**config.mk**
```make
export PLATFORM = sky130hd
export DESIGN_NAME = gate_sensor_decoder
export DESIGN_NICKNAME = d
export VERILOG_FILES = /design/src/rtl/gate_pkg.sv /design/src/rtl/sensor_debounce.sv /design/src/rtl/gate_sensor_decoder.sv
export SDC_FILE = /design/constraint.sdc
export NUM_CORES = 1
export LEC_CHECK = 0
export BUFFER_PORTS_ARGS = -buffer_cell sky130_fd_sc_hd__buf_2
export CAP_MARGIN = 20
export CELL_PAD_IN_SITES_DETAIL_PLACEMENT = 0
export CELL_PAD_IN_SITES_GLOBAL_PLACEMENT = 1
export CORE_UTILIZATION = 41
export DETAILED_ROUTE_END_ITERATION = 7
export MAX_ROUTING_LAYER = met4
export PLACE_DENSITY_LB_ADDON = 0.1
export SLEW_MARGIN = 20
export SYNTH_ARGS = -nofsm -noshare
export SYNTH_HDL_FRONTEND = slang
export SYNTH_SLANG_ARGS = --single-unit
```
**constraint.sdc**
```tcl
create_clock -name clk -period 2.6 [get_ports clk]
set_clock_uncertainty 0.15 [all_clocks]
set_input_delay 0.26 -clock clk [delete_from_list [all_inputs] [get_ports clk]]
set_output_delay 0.26 -clock clk [all_outputs]
set_load 0.05 [all_outputs]
```
**src/rtl/gate_pkg.sv**
```systemverilog
// rtl/gate_pkg.sv - shared state and sensor-pair encodings for the parking gate
package gate_pkg;

  localparam logic [2:0] ENC_IDLE  = 3'd0;
  localparam logic [2:0] ENC_IN1   = 3'd1;
  localparam logic [2:0] ENC_IN2   = 3'd2;
  localparam logic [2:0] ENC_IN3   = 3'd3;
  localparam logic [2:0] ENC_OUT1  = 3'd4;
  localparam logic [2:0] ENC_OUT2  = 3'd5;
  localparam logic [2:0] ENC_OUT3  = 3'd6;
  localparam logic [2:0] ENC_FAULT = 3'd7;

  typedef enum logic [2:0] {
    ST_IDLE  = ENC_IDLE,
    ST_IN1   = ENC_IN1,
    ST_IN2   = ENC_IN2,
    ST_IN3   = ENC_IN3,
    ST_OUT1  = ENC_OUT1,
    ST_OUT2  = ENC_OUT2,
    ST_OUT3  = ENC_OUT3,
    ST_FAULT = ENC_FAULT
  } gate_state_e;

  // Sensor pair is {outer a, inner b}, 1 = beam blocked
  localparam logic [1:0] PAIR_CLEAR  = 2'b00;
  localparam logic [1:0] PAIR_B_ONLY = 2'b01;
  localparam logic [1:0] PAIR_A_ONLY = 2'b10;
  localparam logic [1:0] PAIR_BOTH   = 2'b11;

endpackage

```
**src/rtl/sensor_debounce.sv**
```systemverilog
// rtl/sensor_debounce.sv - per-sensor debounce, raw must hold DEBOUNCE_CYCLES samples
module sensor_debounce #(
  parameter int DEBOUNCE_CYCLES = 4
) (
  input  logic clk,
  input  logic clr,
  input  logic raw,
  output logic deb
);

  localparam int CW = $clog2(DEBOUNCE_CYCLES + 1);
  localparam logic [CW-1:0] CNT_LAST = CW'(DEBOUNCE_CYCLES - 1);

  logic [CW-1:0] r_cnt;
  logic          r_deb;

  always_ff @(posedge clk) begin
    if (clr) begin
      r_cnt <= '0;
      r_deb <= 1'b0;
    end else if (raw == r_deb) begin
      r_cnt <= '0;
    end else if (r_cnt == CNT_LAST) begin
      r_deb <= raw;
      r_cnt <= '0;
    end else begin
      r_cnt <= r_cnt + 1'b1;
    end
  end

  assign deb = r_deb;

endmodule

```
**src/rtl/gate_sensor_decoder.sv**
```systemverilog
// rtl/gate_sensor_decoder.sv - decodes debounced beam order into entry/exit pulses and fault
module gate_sensor_decoder
  import gate_pkg::*;
#(
  parameter int DEBOUNCE_CYCLES = 4,
  parameter int TIMEOUT_CYCLES  = 255
) (
  input  logic clk,
  input  logic clr,
  input  logic sens_a,
  input  logic sens_b,
  output logic ent,
  output logic ext,
  output logic fault
);

  localparam int DW = $clog2(TIMEOUT_CYCLES + 1);
  localparam logic [DW-1:0] DWELL_LAST = DW'(TIMEOUT_CYCLES - 1);
  localparam logic [DW-1:0] DWELL_MAX  = DW'(TIMEOUT_CYCLES);

  logic          w_deb_a;
  logic          w_deb_b;
  logic [1:0]    w_pair;
  gate_state_e   r_state;
  gate_state_e   w_next;
  logic          w_ent;
  logic          w_ext;
  logic          w_timeout;
  logic [DW-1:0] r_dwell;
  logic          r_ent;
  logic          r_ext;
  logic          r_fault;

  sensor_debounce #(.DEBOUNCE_CYCLES(DEBOUNCE_CYCLES)) u_deb_a (
    .clk(clk), .clr(clr), .raw(sens_a), .deb(w_deb_a)
  );

  sensor_debounce #(.DEBOUNCE_CYCLES(DEBOUNCE_CYCLES)) u_deb_b (
    .clk(clk), .clr(clr), .raw(sens_b), .deb(w_deb_b)
  );

  assign w_pair    = {w_deb_a, w_deb_b};
  assign w_timeout = (r_dwell >= DWELL_LAST);

  always_comb begin
    w_next = r_state;
    w_ent  = 1'b0;
    w_ext  = 1'b0;
    case (r_state)
      ST_IDLE: begin
        case (w_pair)
          PAIR_A_ONLY: w_next = ST_IN1;
          PAIR_B_ONLY: w_next = ST_OUT1;
          PAIR_BOTH:   w_next = ST_FAULT;
          default:     w_next = ST_IDLE;
        endcase
      end
      ST_IN1: begin
        case (w_pair)
          PAIR_A_ONLY: w_next = ST_IN1;
          PAIR_BOTH:   w_next = ST_IN2;
          PAIR_CLEAR:  w_next = ST_IDLE;
          default:     w_next = ST_FAULT;
        endcase
      end
      ST_IN2: begin
        case (w_pair)
          PAIR_BOTH:   w_next = ST_IN2;
          PAIR_B_ONLY: w_next = ST_IN3;
          PAIR_A_ONLY: w_next = ST_IN1;
          default:     w_next = ST_FAULT;
        endcase
      end
      ST_IN3: begin
        case (w_pair)
          PAIR_B_ONLY: w_next = ST_IN3;
          PAIR_CLEAR: begin
            w_next = ST_IDLE;
            w_ent  = 1'b1;
          end
          PAIR_BOTH:   w_next = ST_IN2;
          default:     w_next = ST_FAULT;
        endcase
      end
      ST_OUT1: begin
        case (w_pair)
          PAIR_B_ONLY: w_next = ST_OUT1;
          PAIR_BOTH:   w_next = ST_OUT2;
          PAIR_CLEAR:  w_next = ST_IDLE;
          default:     w_next = ST_FAULT;
        endcase
      end
      ST_OUT2: begin
        case (w_pair)
          PAIR_BOTH:   w_next = ST_OUT2;
          PAIR_A_ONLY: w_next = ST_OUT3;
          PAIR_B_ONLY: w_next = ST_OUT1;
          default:     w_next = ST_FAULT;
        endcase
      end
      ST_OUT3: begin
        case (w_pair)
          PAIR_A_ONLY: w_next = ST_OUT3;
          PAIR_CLEAR: begin
            w_next = ST_IDLE;
            w_ext  = 1'b1;
          end
          PAIR_BOTH:   w_next = ST_OUT2;
          default:     w_next = ST_FAULT;
        endcase
      end
      ST_FAULT: begin
        if (w_pair == PAIR_CLEAR) w_next = ST_IDLE;
      end
      default: w_next = ST_IDLE;
    endcase
    // A legitimate sensor change wins; timeout only fires while the car is stalled
    if (w_next == r_state && r_state != ST_IDLE && r_state != ST_FAULT && w_timeout) begin
      w_next = ST_FAULT;
    end
  end

  always_ff @(posedge clk) begin
    if (clr) begin
      r_state <= ST_IDLE;
      r_dwell <= '0;
      r_ent   <= 1'b0;
      r_ext   <= 1'b0;
      r_fault <= 1'b0;
    end else begin
      r_state <= w_next;
      if (w_next != r_state) r_dwell <= '0;
      else if (r_dwell != DWELL_MAX) r_dwell <= r_dwell + 1'b1;
      r_ent   <= w_ent;
      r_ext   <= w_ext;
      r_fault <= (w_next == ST_FAULT);
    end
  end

  assign ent   = r_ent;
  assign ext   = r_ext;
  assign fault = r_fault;

endmodule

```
* After elaboration in Yosys (flattened, before gate mapping) *
Cells that the tools add are included.
W data, S select, Z words.

word-level totals
  flip-flop bits (word level) = 22
  output and inout port bits = 3
  word-level logic and storage cells = 60
  bits of input ports = 4

cells by class
  multiplexer cells = 11
  equality and inequality tests = 19
  $add $sub $neg = 3
  bitwise gates (word level) = 4
  order comparisons = 1
  reduce and logical (&&, ||, !) cells = 13

operators by type and width
  cell                   count
  $pmux W3 S3            6
  $pmux W3 S8            1
  $eq A3 B3 Y1 const B   5
  $eq A3 B2 Y1 const B   4
  $add A8 B1 Y8 const B  1
  $ge A8 B8 Y1 const B   1
  $ne A8 B8 Y1 const B   1
  $add A3 B1 Y3 const B  2
  $mux W3                2
  $pmux W2 S3            1
  $reduce_or A2 Y1       3
  $reduce_or A3 Y1       2
  $eq A2 B2 Y1 const B   2
  $not A1 Y1             4
  $reduce_and A2 Y1      2
  $eq A3 B1 Y1 const B   1
  $eq A3 B3 Y1           1
  $logic_and A1 B1 Y1    3
  $logic_not A3 Y1       1
  $ne A3 B3 Y1           1
  $ne A3 B3 Y1 const B   1
  $reduce_bool A3 Y1     1
  $eq A1 B1 Y1           2
  $eq A2 B1 Y1 const B   1
  other kinds (2)        2

* Depth between registers and ports, before layout *
Gate-level depths: netlist (run 1).

  depth in word-level cells = 10
  mapped depth = 9

* Cells and area by module *
A second synthesis (run 1) with hierarchy kept.

second synthesis, totals
  cell total of the unflattened synthesis = 168
  area, all modules = 1437.6 um2

modules (own cells, without submodules)
  module               area each (um2)  cells an instance  seq. area each (um2)  instances
  gate_sensor_decoder  1119.8           142                280.3                 1
  sensor_debounce      158.9            13                 80.1                  2

* Worst setup path before layout (run 1) *
No wires, ideal clock.

  path type = flip-flop to flip-flop
  start = reg u_deb_a.r_deb, in the netlist u_deb_a.deb
  end = reg r_dwell[0]
  buffers on the path = 0
  arrival = 2.258 ns
  period minus slack after synthesis = 2.534 ns
  cell stages (with the launch flop) = 10
  setup slack = 0.066 ns
  cells stage by stage = dfxtp_1 > inv_1 > ha_1 > nor2_1 > a31oi_1 > or4b_4 > a21oi_2 > a311oi_2 > o2111ai_4 > nor2_1

on the way
  cells in the longest elaborated chain, start to end = 10

ends and longest elaborated chain
  what                                        RTL line                    source
  from (decl)                                 sensor_debounce.sv:15       logic r_deb;
  from (signal assigned)                      sensor_debounce.sv:24       r_deb <= raw;
  $eq A2 B2 Y1, or another cell as far along  -
  $pmux W3 S3, or another cell as far along   gate_sensor_decoder.sv:102  case (w_pair)
  $pmux W3 S8 (*)                             gate_sensor_decoder.sv:49   case (r_state)
  $eq A3 B3 Y1                                gate_sensor_decoder.sv:118  if (w_next == r_state && r_state != ST_IDLE && r_state != ST_FAULT && w_timeout) begin
  $logic_and A1 B1 Y1 (3 in a row)            gate_sensor_decoder.sv:118
  $mux W3 (*)                                 gate_sensor_decoder.sv:118
  $ne A3 B3 Y1 (*)                            gate_sensor_decoder.sv:132  if (w_next != r_state) r_dwell <= '0;
  $reduce_or A2 Y1 (no source line) (*)       -
  to (signal assigned)                        gate_sensor_decoder.sv:133  else if (r_dwell != DWELL_MAX) r_dwell <= r_dwell + 1'b1;
  to (decl)                                   gate_sensor_decoder.sv:29   logic [DW-1:0] r_dwell;

Mark *: on every way between the ends. The rest lies on a longest branch, timed or not.
A chain may end at the register's enable or synchronous reset.

* Final worst setup path (run 1) *
  start = reg u_deb_b.r_deb, in the netlist u_deb_b.deb
  end = reg r_dwell[5]

on the way
  cells in the longest elaborated chain, start to end = 10

ends and longest elaborated chain
  what                                        RTL line
  from (decl)                                 sensor_debounce.sv:15
  from (signal assigned)                      sensor_debounce.sv:24
  $eq A2 B2 Y1, or another cell as far along  -
  $pmux W3 S3, or another cell as far along   gate_sensor_decoder.sv:102
  $pmux W3 S8 (*)                             gate_sensor_decoder.sv:49
  $eq A3 B3 Y1                                gate_sensor_decoder.sv:118
  $logic_and A1 B1 Y1 (3 in a row)            gate_sensor_decoder.sv:118
  $mux W3 (*)                                 gate_sensor_decoder.sv:118
  $ne A3 B3 Y1 (*)                            gate_sensor_decoder.sv:132
  $reduce_or A2 Y1 (no source line) (*)       -

Marks and branches as above.

==> results of run 1 <==
==> stage by stage <==
| step | power, mW | cell area (um^2) | hold slack (ns) | std cells | TNS (ns) |
|---|---|---|---|---|---|
| 6_report | 1.58 | 1670 | 0.0599 | 235 | 0 |
| 3_5_place_dp | 1.36 | 1590 | 0.262 | 231 | 0 |
| 5_1_grt | 1.71 | 1670 | 0.0640 | 235 | -0.00195 |
| 3_3_place_gp | 1.34 | 1590 | 0.256 | 231 | 0 |
| 2_1_floorplan | 1.17 | 1480 | 0.249 | 176 | 0 |
| 4_1_cts | 1.57 | 1640 | 0.0458 | 235 | 0 |
==> tightest hold or removal path, stage by stage <==
cell and delay, ns:
buf_2 0.09, mux2i_1 0.06, nor2_1 0.07
==> cells in the mapped netlist, types with 2 or more instances <==
cell | instances | area [um^2]
nand3b_1 | 2 | 15.0
nor2_1 | 25 | 93.8
a31oi_1 | 2 | 12.5
buf_4 | 2 | 15.0
nand3_1 | 4 | 20.0
a21oi_1 | 7 | 35.0
and3_1 | 5 | 31.3
mux2i_1 | 3 | 30.0
xnor2_1 | 5 | 43.8
nor3_1 | 5 | 25.0
and2_1 | 2 | 12.5
dfxtp_1 | 22 | 440
o22ai_1 | 2 | 12.5
nand2b_1 | 5 | 31.3
nand2_1 | 7 | 26.3
buf_6 | 2 | 22.5
nor3_2 | 2 | 20.0
inv_1 | 11 | 41.3
o21ai_0 | 9 | 45.0
nor2b_1 | 5 | 31.3
or3_1 | 5 | 31.3
ha_1 | 14 | 175
clkbuf_1 | 3 | 11.3
==> path summary, 6_finish.rpt <==
path	from	to	slack [ns]
setup / recovery	u_deb_b.deb$_SDFFE_PP0P_	r_dwell[5]$_SDFFE_PP0P_	0.14
setup reg to reg	u_deb_b.deb$_SDFFE_PP0P_	r_dwell[5]$_SDFFE_PP0P_	0.14
hold / removal	sens_a	u_deb_a.deb$_SDFFE_PP0P_	0.06
hold reg to reg	u_deb_a.r_cnt[0]$_SDFF_PP0_	u_deb_a.r_cnt[0]$_SDFF_PP0_	0.28
==> flip-flops by register name, indices dropped and copies added (netlist names) <==
register	flops
ent	1
u_deb_b.deb	1
u_deb_a.r_cnt	3
r_state	3
u_deb_a.deb	1
r_dwell	8
fault	1
u_deb_b.r_cnt	3
ext	1
==> kinds of logic (layout without fill, tap and decap cells) <==
kind of cell / Yosys count / count (layout) / synth area share [%]
buffers and inverters: 19 / 32 / 6.44
and+or+nand+nor: 75 / 75 / 27.4
AOI/OAI and AO/OA: 36 / 36 / 18.1
xor gates and xnor gates: 6 / 6 / 3.56
muxes: 4 / 4 / 2.80
adders and majority gates: 14 / 14 / 11.9
DFF: 22 / 22 / 29.8
==> layout make-up <==
type,count,area [um^2]
Timing Repair Buffer,17,113
Fill cell,329,1720
Tap cell,46,57.6
Clock buffer,4,36.3
Sequential cell,22,444
Multi-Input combinational cell,135,980
Inverter,11,41.3
==> where the power goes <==
group / total, mW / switching, mW / internal (mW) / leakage [nW]
Combinational: 0.928 / 0.510 / 0.418 / 0.454
Sequential: 0.466 / 0.0866 / 0.379 / 0.180
Clock: 0.191 / 0.105 / 0.0855 / 0.0210
Total: 1.58 / 0.702 / 0.883 / 0.655
==> layer usage <==
metal | vias to the layer above | part of all wire (%) | track usage [%]
li1 | 640 | - | -
met1 | 581 | 51 | 24.7
met2 | 13 | 46 | 27.4
met3 | 2 | 1.9 | 1.86
met4 | 0 | 0.67 | 6.67
met5 | - | 0 | -
==> what timing repair did <==
action | 4_1_cts | 5_1_grt
pin swaps | 0 | 3
setup endpoints to repair | 1 | 8
resized for setup | 1 | 11
==> results.md, run 1 <==
* Status: finished clean
* All-Layer GR Usage at 18.0%
* Mapped Area at 1480 um^2
* Syn nets at 194
* CP Capture Type: flip-flop
* Leakage at 0.655 nW
* Slowest-stage cell, CP: or4b_4
* Largest net degree at the start of global routing at 15
* Residual DRC count at 0
* Cells on worst reg2reg path at 9
* Worst Hold Depth at 3
* Type of the worst min-delay path: input port to flip-flop
* Pre-CTS setup slack at 0.0210 ns
* HPWL Detailed at 2330 um
* Vias in the first global route at 1072
* Die area at 3850 um^2
* Distinct cells, synth at 50
* Maxcap violations at 0
* Number of core rows at 21
* PwrDens at 948 nW/um^2
* Routed Antenna Nets at 0
* Die X at 62.0 um
* Syn Inst Count at 176
* Crit path max fanout at 8
* Post-Route WL at 2970 um
* Post-CTS Setup Inserts at 0
* Fin crit period at 2.46 ns
* Slew HR at 71.8%
* Worst path top cell family by delay: simple AND/OR/NAND/NOR gates
* Hold Vio Cnt, Final at 0
* CTS sink cnt at 22
* Clock Path Buffers at 2
* # hold bufs at CTS at 0
* Commonest non-fill, non-tap cell in the layout: nor2_1
* First-pass GRT wire length at 4890 um
* CP Launch Type: flip-flop
* Fmax achieved at 407 MHz
* Peak supply drop at 0.347 mV
* GPL Wtd Cong at 0.840
* Tcrit/Tclk final at 94.5%
* WS Path Type: flip-flop to flip-flop
* I/O Pins at 7
* Pre-antenna DRT Iters at 4
* CTS tree: built
* Initial antenna violation count at 0
* Skew-Pair Late Insertion Delay at 0.31 ns
* Worst-Margin Slew at 0.423 ns
* CTS clock-pin slew for the worst setup and hold paths at 0.13 ns
* Fin util at 49.3%
* Total CTS buffers at 3
* PnR worst setup slack at 0.144 ns
* Die height at 62.0 um
* CP max stage delay at 0.51 ns
* Most frequent cells in the layout: nor2_1 (24), dfxtp_1 (19), ha_1 (12), buf_4 (11)
* CTS Root Cell: clkbuf_4
* Via count at 1236
* YS warnings at 0
* Async S/R FF share, synth at 0%
* Final setup fails at 0
* Nets at 208
* Drt wl/cell at 12.6 um
* Crit path depth at 9
* Port buffer count at 6
* Fin. max-slew vios at 0
* Synthesized flop and latch total at 22
* N_diodes at 0
* GRT overflow at 0
* H-tree levels at 1
* CP Cell Sequence: buf_4 > ha_1 > nor3_2 > nor3_1 > or4b_4 > a21oi_4 > a311oi_2 > o2111ai_4 > nor2_1
* Layout area overhead at 13.2%
* Synth Flop Type: dfxtp_1
* Core area at 3390 um^2
* Critical Path AT at 2.51 ns
* Register area share after synthesis at 29.8%
* Number of synthesized flops with an enable pin at 0
* Initial Util at 43.6%
* Layout cells sized above 1 at 20.6%
* Vias per inst at 5.26
* Mapped Avg Cell Area at 8.39 um^2
* CP Data Required Time at 2.66 ns
* Initial DRC Count at 101
* Buf/Inv on CP at 1
(Power assumes the default switching activity.)
==> run 2: changes to the inputs <==
--- a/config.mk
+++ b/config.mk
@@ -12,7 +12,7 @@
 export CORE_UTILIZATION = 41
 export DETAILED_ROUTE_END_ITERATION = 7
 export MAX_ROUTING_LAYER = met4
-export PLACE_DENSITY_LB_ADDON = 0.1
+export PLACE_DENSITY = 0.75
 export SLEW_MARGIN = 20
 export SYNTH_ARGS = -nofsm -noshare
 export SYNTH_HDL_FRONTEND = slang
==> run 2 against run 1 <==
  * First-iteration DRC count decreased by 62%
  * Wire length increased by 3.3%
  * Core utilization decreased by 0.15 points
  * Non-clock buffer count decreased by 1
  * Global-route usage about the same
  * Worst hold slack got worse by 0.0011 ns
  * Cell count decreased by 0.43%
  * Setup slack got worse by 0.032 ns
  * Largest cell class unchanged
==> results.md, run 2 (same netlist as run 1, synthesis figures left out) <==
* Status: finished clean
* Core area at 3390 um^2 (unchanged)
* Filler instances at 327 (-0.61%)
* Crit path max fanout at 8 (unchanged)
* PwrDens at 948 nW/um^2 (about the same)
* Cells on worst reg2reg path at 9 (unchanged)
* WS Path Type: flip-flop to flip-flop
* Dpl cells at 230 (-0.43%)
* First-pass GRT wire length at 4950 um (+1.3%)
* CP Data Required Time at 2.66 ns (about the same)
* GRT overflow at 0 (unchanged)
* I/O Pins at 7 (unchanged)
* Layout cells sized above 1 at 20.2% (-0.42 points)
* CTS tree: built
* CTS Root Cell: clkbuf_4
* CP Launch Type: flip-flop
* Routed Antenna Nets at 0 (unchanged)
* Peak supply drop at 0.347 mV (-0.15%)
* Drt wl/cell at 13.1 um (+3.7%)
* Most frequent cells in the layout: nor2_1 (24), dfxtp_1 (18), ha_1 (11), buf_4 (10)
* H-tree levels at 1 (unchanged)
* # hold bufs at CTS at 0 (unchanged)
* Fin crit period at 2.49 ns (+0.0317 ns)
* Type of the worst min-delay path: input port to flip-flop
* HPWL Detailed at 2300 um (-1.0%)
* Commonest non-fill, non-tap cell in the layout: nor2_1
* Layout area overhead at 12.9%
* Die height at 62.0 um (unchanged)
* Residual DRC count at 0 (unchanged)
* Post-Route WL at 3070 um (+3.3%)
* Fin. max-slew vios at 0 (unchanged)
* Non-Filler Instances at 234 (-0.43%)
* Leakage at 0.650 nW (-0.75%)
* Top reg by flops: r_dwell
* Register Area at 445 um^2 (+0.28%)
* Vias in the first global route at 1133 (+5.7%)
* Clock Path Buffers at 2 (unchanged)
* GPL Wtd Cong at 0.855 (+1.8%)
* CTS sink cnt at 22 (unchanged)
* Skew-Pair Late Insertion Delay at 0.31 ns (about the same)
* Worst-Margin Slew at 0.571 ns (+0.149 ns)
* Vias per inst at 5.34 (+1.5%)
* CTS clock-pin slew for the worst setup and hold paths at 0.13 ns (about the same)
* Fmax achieved at 402 MHz (-1.3%)
* CP Capture Type: flip-flop
* Tcrit/Tclk final at 95.7% (+1.2 points)
* Post-CTS Setup Inserts at 0 (unchanged)
* Die X at 62.0 um (unchanged)
* Total CTS buffers at 3 (unchanged)
* Hold Vio Cnt, Final at 0 (unchanged)
* Maxcap violations at 0 (unchanged)
* Worst Hold Depth at 3 (unchanged)
* Slew HR at 61.6% (-10 points)
* Largest net degree at the start of global routing at 18 (+3)
* Die area at 3850 um^2 (unchanged)
* Nets at 207 (-0.48%)
* Area of the multi-input gates at 981 um^2 (+0.13%)
* Max reg flops at 8 (unchanged)
* Total power at 1.58 mW (-0.33%)
* Pre-antenna DRT Iters at 4 (unchanged)
* Critical Path AT at 2.54 ns (+0.03 ns)
* Initial Util at 43.6% (unchanged)
* Port buffer count at 6 (unchanged)
* Initial antenna violation count at 0 (unchanged)
* Final setup fails at 0 (unchanged)
* N_diodes at 0 (unchanged)
* Via count at 1249 (+1.1%)
* Number of core rows at 21 (unchanged)
* All-Layer GR Usage at 18.0% (-0.036 points)
* Initial DRC Count at 38 (-62%)
==> run 2: changes by cell type in the layout (fill, tap and decap cells not counted) <==
cell      change
dfxtp_1       -1
ha_4          +1
a211oi_1      +1
a311oi_1      +1
a311oi_2      -1
a211oi_2      -1
ha_1          -1
dfxtp_2       +1
buf_4         -1
==> run 2: report_power, final <==
group          internal [mW]  leakage [nW]  switching, mW  total, mW
clock network         0.0855        0.0210          0.106      0.191
logic                  0.418         0.449          0.497      0.915
registers              0.381         0.180         0.0924      0.474
==> run 2: worst max-delay path, stage by stage, from the launching register on <==
cell	delay (ns)
dfxtp_2	0.34
buf_4	0.15
ha_1	0.25
nor2_2	0.15
nor2_1	0.05
or4b_4	0.56
a21oi_4	0.16
a311oi_2	0.13
o2111ai_4	0.36
nor2_1	0.09
==> run 2: per-layer routing <==
| metal | up-vias | part of all wire [%] | track usage (%) |
|---|---|---|---|
| li1 | 641 | - | - |
| met4 | 0 | 2.1 | 6.98 |
| met1 | 582 | 50 | 24.2 |
| met2 | 19 | 46 | 27.7 |
| met5 | - | 0 | - |
| met3 | 7 | 2.5 | 1.86 |
==> run 2: path summary, 6_finish.rpt <==
check / from / to / slack (ns)
worst max-delay path: u_deb_a.deb$_SDFFE_PP0P_ / r_dwell[0]$_SDFFE_PP0P_ / 0.11
worst min-delay path: sens_a / u_deb_a.deb$_SDFFE_PP0P_ / 0.06
worst max register to register: u_deb_a.deb$_SDFFE_PP0P_ / r_dwell[0]$_SDFFE_PP0P_ / 0.11
worst min register to register: u_deb_b.r_cnt[0]$_SDFF_PP0_ / u_deb_b.r_cnt[0]$_SDFF_PP0_ / 0.28
==> run 2: what timing repair did <==
| action | CTS | global route |
|---|---|---|
| endpoints found under the setup margin | 7 | 8 |
| pin swaps | 1 | 3 |
| endpoints found under the hold margin | 0 | 0 |
| gates resized for setup | 2 | 11 |
==> run 2: per-stage QoR <==
stage	hold slack, ns	TNS, ns	instance area (um^2)	setup slack [ns]	utilization (%)
after floorplan	0.249	0	1480	0.0662	-
after global placement	0.256	0	1590	0.0985	46.8
after detailed placement	0.268	0	1590	0.00400	46.8
after CTS	0.0548	0	1640	0.0368	48.3
after global routing	0.0767	-0.00184	1670	-0.00184	49.2
final	0.0588	0	1670	0.112	49.2
==> run 2: area by class of cell <==
class / count / share of cell area (%)
clock buffers: 4 / 2.18
inverters: 11 / 2.48
multi-input cells: 135 / 58.9
flip-flops and latches: 22 / 26.7
well taps: 46 / 3.45
repair buffers: 16 / 6.31
==> run 3: changes to the inputs <==
--- a/config.mk
+++ b/config.mk
@@ -5,11 +5,12 @@
 export SDC_FILE = /design/constraint.sdc
 export NUM_CORES = 1
 export LEC_CHECK = 0
+export ABC_AREA = 1
 export BUFFER_PORTS_ARGS = -buffer_cell sky130_fd_sc_hd__buf_2
 export CAP_MARGIN = 20
 export CELL_PAD_IN_SITES_DETAIL_PLACEMENT = 0
 export CELL_PAD_IN_SITES_GLOBAL_PLACEMENT = 1
-export CORE_UTILIZATION = 41
+export CORE_UTILIZATION = 40
 export DETAILED_ROUTE_END_ITERATION = 7
 export MAX_ROUTING_LAYER = met4
 export PLACE_DENSITY = 0.75
==> run 3 against run 2 <==
  * Die area rose by 2.6%
  * Total power fell by 24%
  * Via count fell by 1.6%
  * Clock power rose by 68%
  * Synthesized cell count rose by 11%
  * Cell count rose by 6.8%
  * Highest routed layer unchanged
  * Critical endpoint is now r_dwell[5]$_SDFFE_PP0P_
  * Synthesized area rose by 0.17%
  * Design area fell by 2.9%
==> results.md, run 3 <==
* Clock Path Buffers at 2 (unchanged)
* All-Layer GR Usage at 16.7% (-1.3 points)
* Drt wl/cell at 11.2 um (-14%)
* Pre-antenna DRT Iters at 4 (unchanged)
* Vias per inst at 4.92 (-7.9%)
* Status: finished clean
* Fin crit period at 2.33 ns (-0.159 ns)
* Cells on worst reg2reg path at 13 (+4)
* CTS tree: built
* Hold Path End: r_state[0]$_SDFF_PP0_
* Most area-consuming cells after synthesis: dfxtp_1 (30%), ha_1 (12%), nand2_1 (7.9%)
* Post-CTS Setup Inserts at 0 (unchanged)
* Nets at 223 (+7.7%)
* Sw power at 0.473 mW (-32%)
* Vias in the first global route at 1158 (+2.2%)
* GRT overflow at 0 (unchanged)
* Maxcap violations at 0 (unchanged)
* Logic gate share of total power at 39.6% (-18 points)
* CP Data Required Time at 2.65 ns (about the same)
* Total CTS buffers at 3 (unchanged)
* Filler instances at 348 (+6.4%)
* Number of core rows at 21 (unchanged)
* Switch share at 39.5% (-4.5 points)
* Mapped Area at 1480 um^2 (+0.17%)
* Fin util at 47.0% (-2.2 points)
* Most common cell in the netlist: nand2_1
* CTS clock-pin slew for the worst setup and hold paths at 0.08 ns (-0.05 ns)
* Fin. max-slew vios at 0 (unchanged)
* Origin of the critical flop-to-flop path: u_deb_a.deb$_SDFFE_PP0P_
* Total power at 1.20 mW (-24%)
* Worst Hold Depth at 2 (-1)
* R2R Path End: r_dwell[5]$_SDFFE_PP0P_
* Design area at 1620 um^2 (-2.9%)
* Commonest cells post-synth: nand2_1 (31), inv_1 (25), nor2_1 (24)
* Clock power frac at 26.9% (+15 points)
* Final setup fails at 0 (unchanged)
* Slew HR at 67.9% (+6.3 points)
* GPL Wtd Cong at 0.918 (+7.5%)
* Synth Flop Type: dfxtp_1
* Dpl cells at 246 (+7.0%)
* Die height at 62.8 um (+1.3%)
* CP Launch Type: flip-flop
* Type of the worst min-delay path: input port to flip-flop
* R2R Setup Slk at 0.27 ns (+0.16 ns)
* Number of synthesized flops with an enable pin at 0 (unchanged)
* RSZ-0062 raised after global routing: no
* HPWL Detailed at 2150 um (-6.6%)
* H-tree levels at 1 (unchanged)
* Most frequent cells in the layout: nand2_1 (31), inv_1 (25), nor2_1 (24), dfxtp_1 (20), nand3_1 (16)
* Crit path max fanout at 8 (unchanged)
* CP Capture Type: flip-flop
* PwrDens at 739 nW/um^2 (-22%)
* Sequential share of power at 33.5% (+3.5 points)
* Port buffer count at 6 (unchanged)
* Fmax achieved at 429 MHz (+6.8%)
* Max reg flops at 8 (unchanged)
* Post-Route WL at 2810 um (-8.4%)
* YS warnings at 0 (unchanged)
* Synthesized flop and latch total at 22 (unchanged)
* HP Start: clr
* Peak supply drop at 0.360 mV (+3.8%)
* Residual DRC count at 0 (unchanged)
* Layout cells sized above 1 at 22.5% (+2.3 points)
* Die X at 62.8 um (+1.3%)
* First-pass GRT wire length at 5030 um (+1.7%)
* Initial Util at 43.0% (-0.59 points)
* Register area share after synthesis at 29.8% (-0.050 points)
* Initial DRC Count at 82 (+120%)
* Routed Antenna Nets at 0 (unchanged)
* Top reg by flops: r_dwell
* Skew-Pair Late Insertion Delay at 0.27 ns (-0.04 ns)
* Syn Inst Count at 196 (+11%)
* Syn nets at 214 (+10%)
* Synth area leader: dfxtp_1
* WS Path Type: flip-flop to flip-flop
* Initial antenna violation count at 0 (unchanged)
* Async S/R FF share, synth at 0% (unchanged)
* TNS Setup at 0 ns (unchanged)
* Layout area overhead at 9.39%
* Yosys top cell area share at 29.8% (-0.050 points)
* Mapped Avg Cell Area at 7.55 um^2 (-10%)
* Hold Vio Cnt, Final at 0 (unchanged)
* Non-Filler Instances at 250 (+6.8%)
* Die area at 3940 um^2 (+2.6%)
* Critical Path AT at 2.38 ns (-0.16 ns)
* Worst-Margin Slew at 0.481 ns (-0.0901 ns)
* Leakage at 0.742 nW (+14%)
* CTS sink cnt at 22 (unchanged)
* Largest net degree at the start of global routing at 14 (-4)
* Post-DP Area at 1540 um^2 (-2.6%)
* N_diodes at 0 (unchanged)
* Pint at 0.723 mW (-18%)
* CTS Root Cell: clkbuf_8
* Core area at 3440 um^2 (+1.6%)
* Distinct cells, synth at 27 (-46%)
* Commonest non-fill, non-tap cell in the layout: nand2_1
* Via count at 1229 (-1.6%)
* I/O Pins at 7 (unchanged)
* Tcrit/Tclk final at 89.6% (-6.1 points)
-- run 3: metal layers --
layer  wire length [um]  global-route usage, %  vias up  share of wire, %
li1                   -                      -      643                 -
met3                186                   4.38        4               6.6
met2               1320                   27.6       33                47
met5                  0                      -        -                 0
met4                 35                   4.36        0               1.2
met1               1270                   20.1      549                45
-- run 3: what timing repair did --
action	in CTS	in global routing
gates resized for setup	0	2
endpoints found under the setup margin	0	8
hold buffers	0	0
-- run 3: kinds of logic (layout without fill, tap and decap cells) --
logic type / after synthesis / after routing / share of synthesized area (%)
xor gates and xnor gates: 6 / 6 / 3.55
and+or+nand+nor: 106 / 106 / 38.8
DFF: 22 / 22 / 29.8
buffers and inverters: 31 / 39 / 9.22
AOI/OAI and AO/OA: 17 / 17 / 6.77
adders and majority gates: 14 / 14 / 11.8
-- run 3: layout make-up --
type	instances	area, um^2	share of cell area [%]
Clock inverter	1	30.0	1.86
Multi-Input combinational cell	143	902	55.8
Clock buffer	3	41.3	2.55
Timing Repair Buffer	7	37.5	2.32
Inverter	28	106	6.57
Sequential cell	22	443	27.4
Tap cell	46	57.6	3.56
-- run 3: stage by stage --
step / setup slack [ns] / hold WS (ns)
finish: 0.271 / 0.0489
global placement: 0.243 / 0.257
floorplan: 0.473 / 0.179
detailed placement: 0.188 / 0.269
CTS: 0.156 / 0.0423
global route: 0.0448 / 0.0486
-- run 3: worst max path at each step --
| stage | start | to | slack, ns | depth (start not counted) |
|---|---|---|---|---|
| 2_1_floorplan | u_deb_a.deb$_SDFFE_PP0P_ | r_dwell[0]$_SDFFE_PP0P_ | 0.47 | 13 |
| 3_3_place_gp | u_deb_a.deb$_SDFFE_PP0P_ | r_dwell[4]$_SDFFE_PP0P_ | 0.24 | 13 |
| 3_5_place_dp | u_deb_a.deb$_SDFFE_PP0P_ | r_dwell[5]$_SDFFE_PP0P_ | 0.19 | 13 |
| 4_1_cts | u_deb_a.deb$_SDFFE_PP0P_ | r_dwell[5]$_SDFFE_PP0P_ | 0.16 | 13 |
| 5_1_grt | u_deb_a.deb$_SDFFE_PP0P_ | r_dwell[6]$_SDFFE_PP0P_ | 0.04 | 13 |
| 6_report | u_deb_a.deb$_SDFFE_PP0P_ | r_dwell[5]$_SDFFE_PP0P_ | 0.27 | 13 |
-- run 3: critical path: stages (launching register included) --
cell and delay (ns):
dfxtp_2 0.41, inv_1 0.11, ha_1 0.33, nand4_1 0.10, nand2_1 0.06, nor2_1 0.15, nand2_2 0.09, a21oi_1 0.23
nor2_1 0.09, nand2_2 0.11, nand2_1 0.08, nand2_2 0.08, nand2_4 0.11, nor3_2 0.16
-- run 3: power by group through the flow --
stage                     Combinational [mW]  Sequential (mW)  Clock [mW]
after floorplan                        0.409            0.401           0
after global placement                 0.468            0.408           0
after detailed placement               0.475            0.407           0
after CTS                              0.476            0.400       0.332
after global routing                   0.528            0.407       0.347
final                                  0.474            0.401       0.321
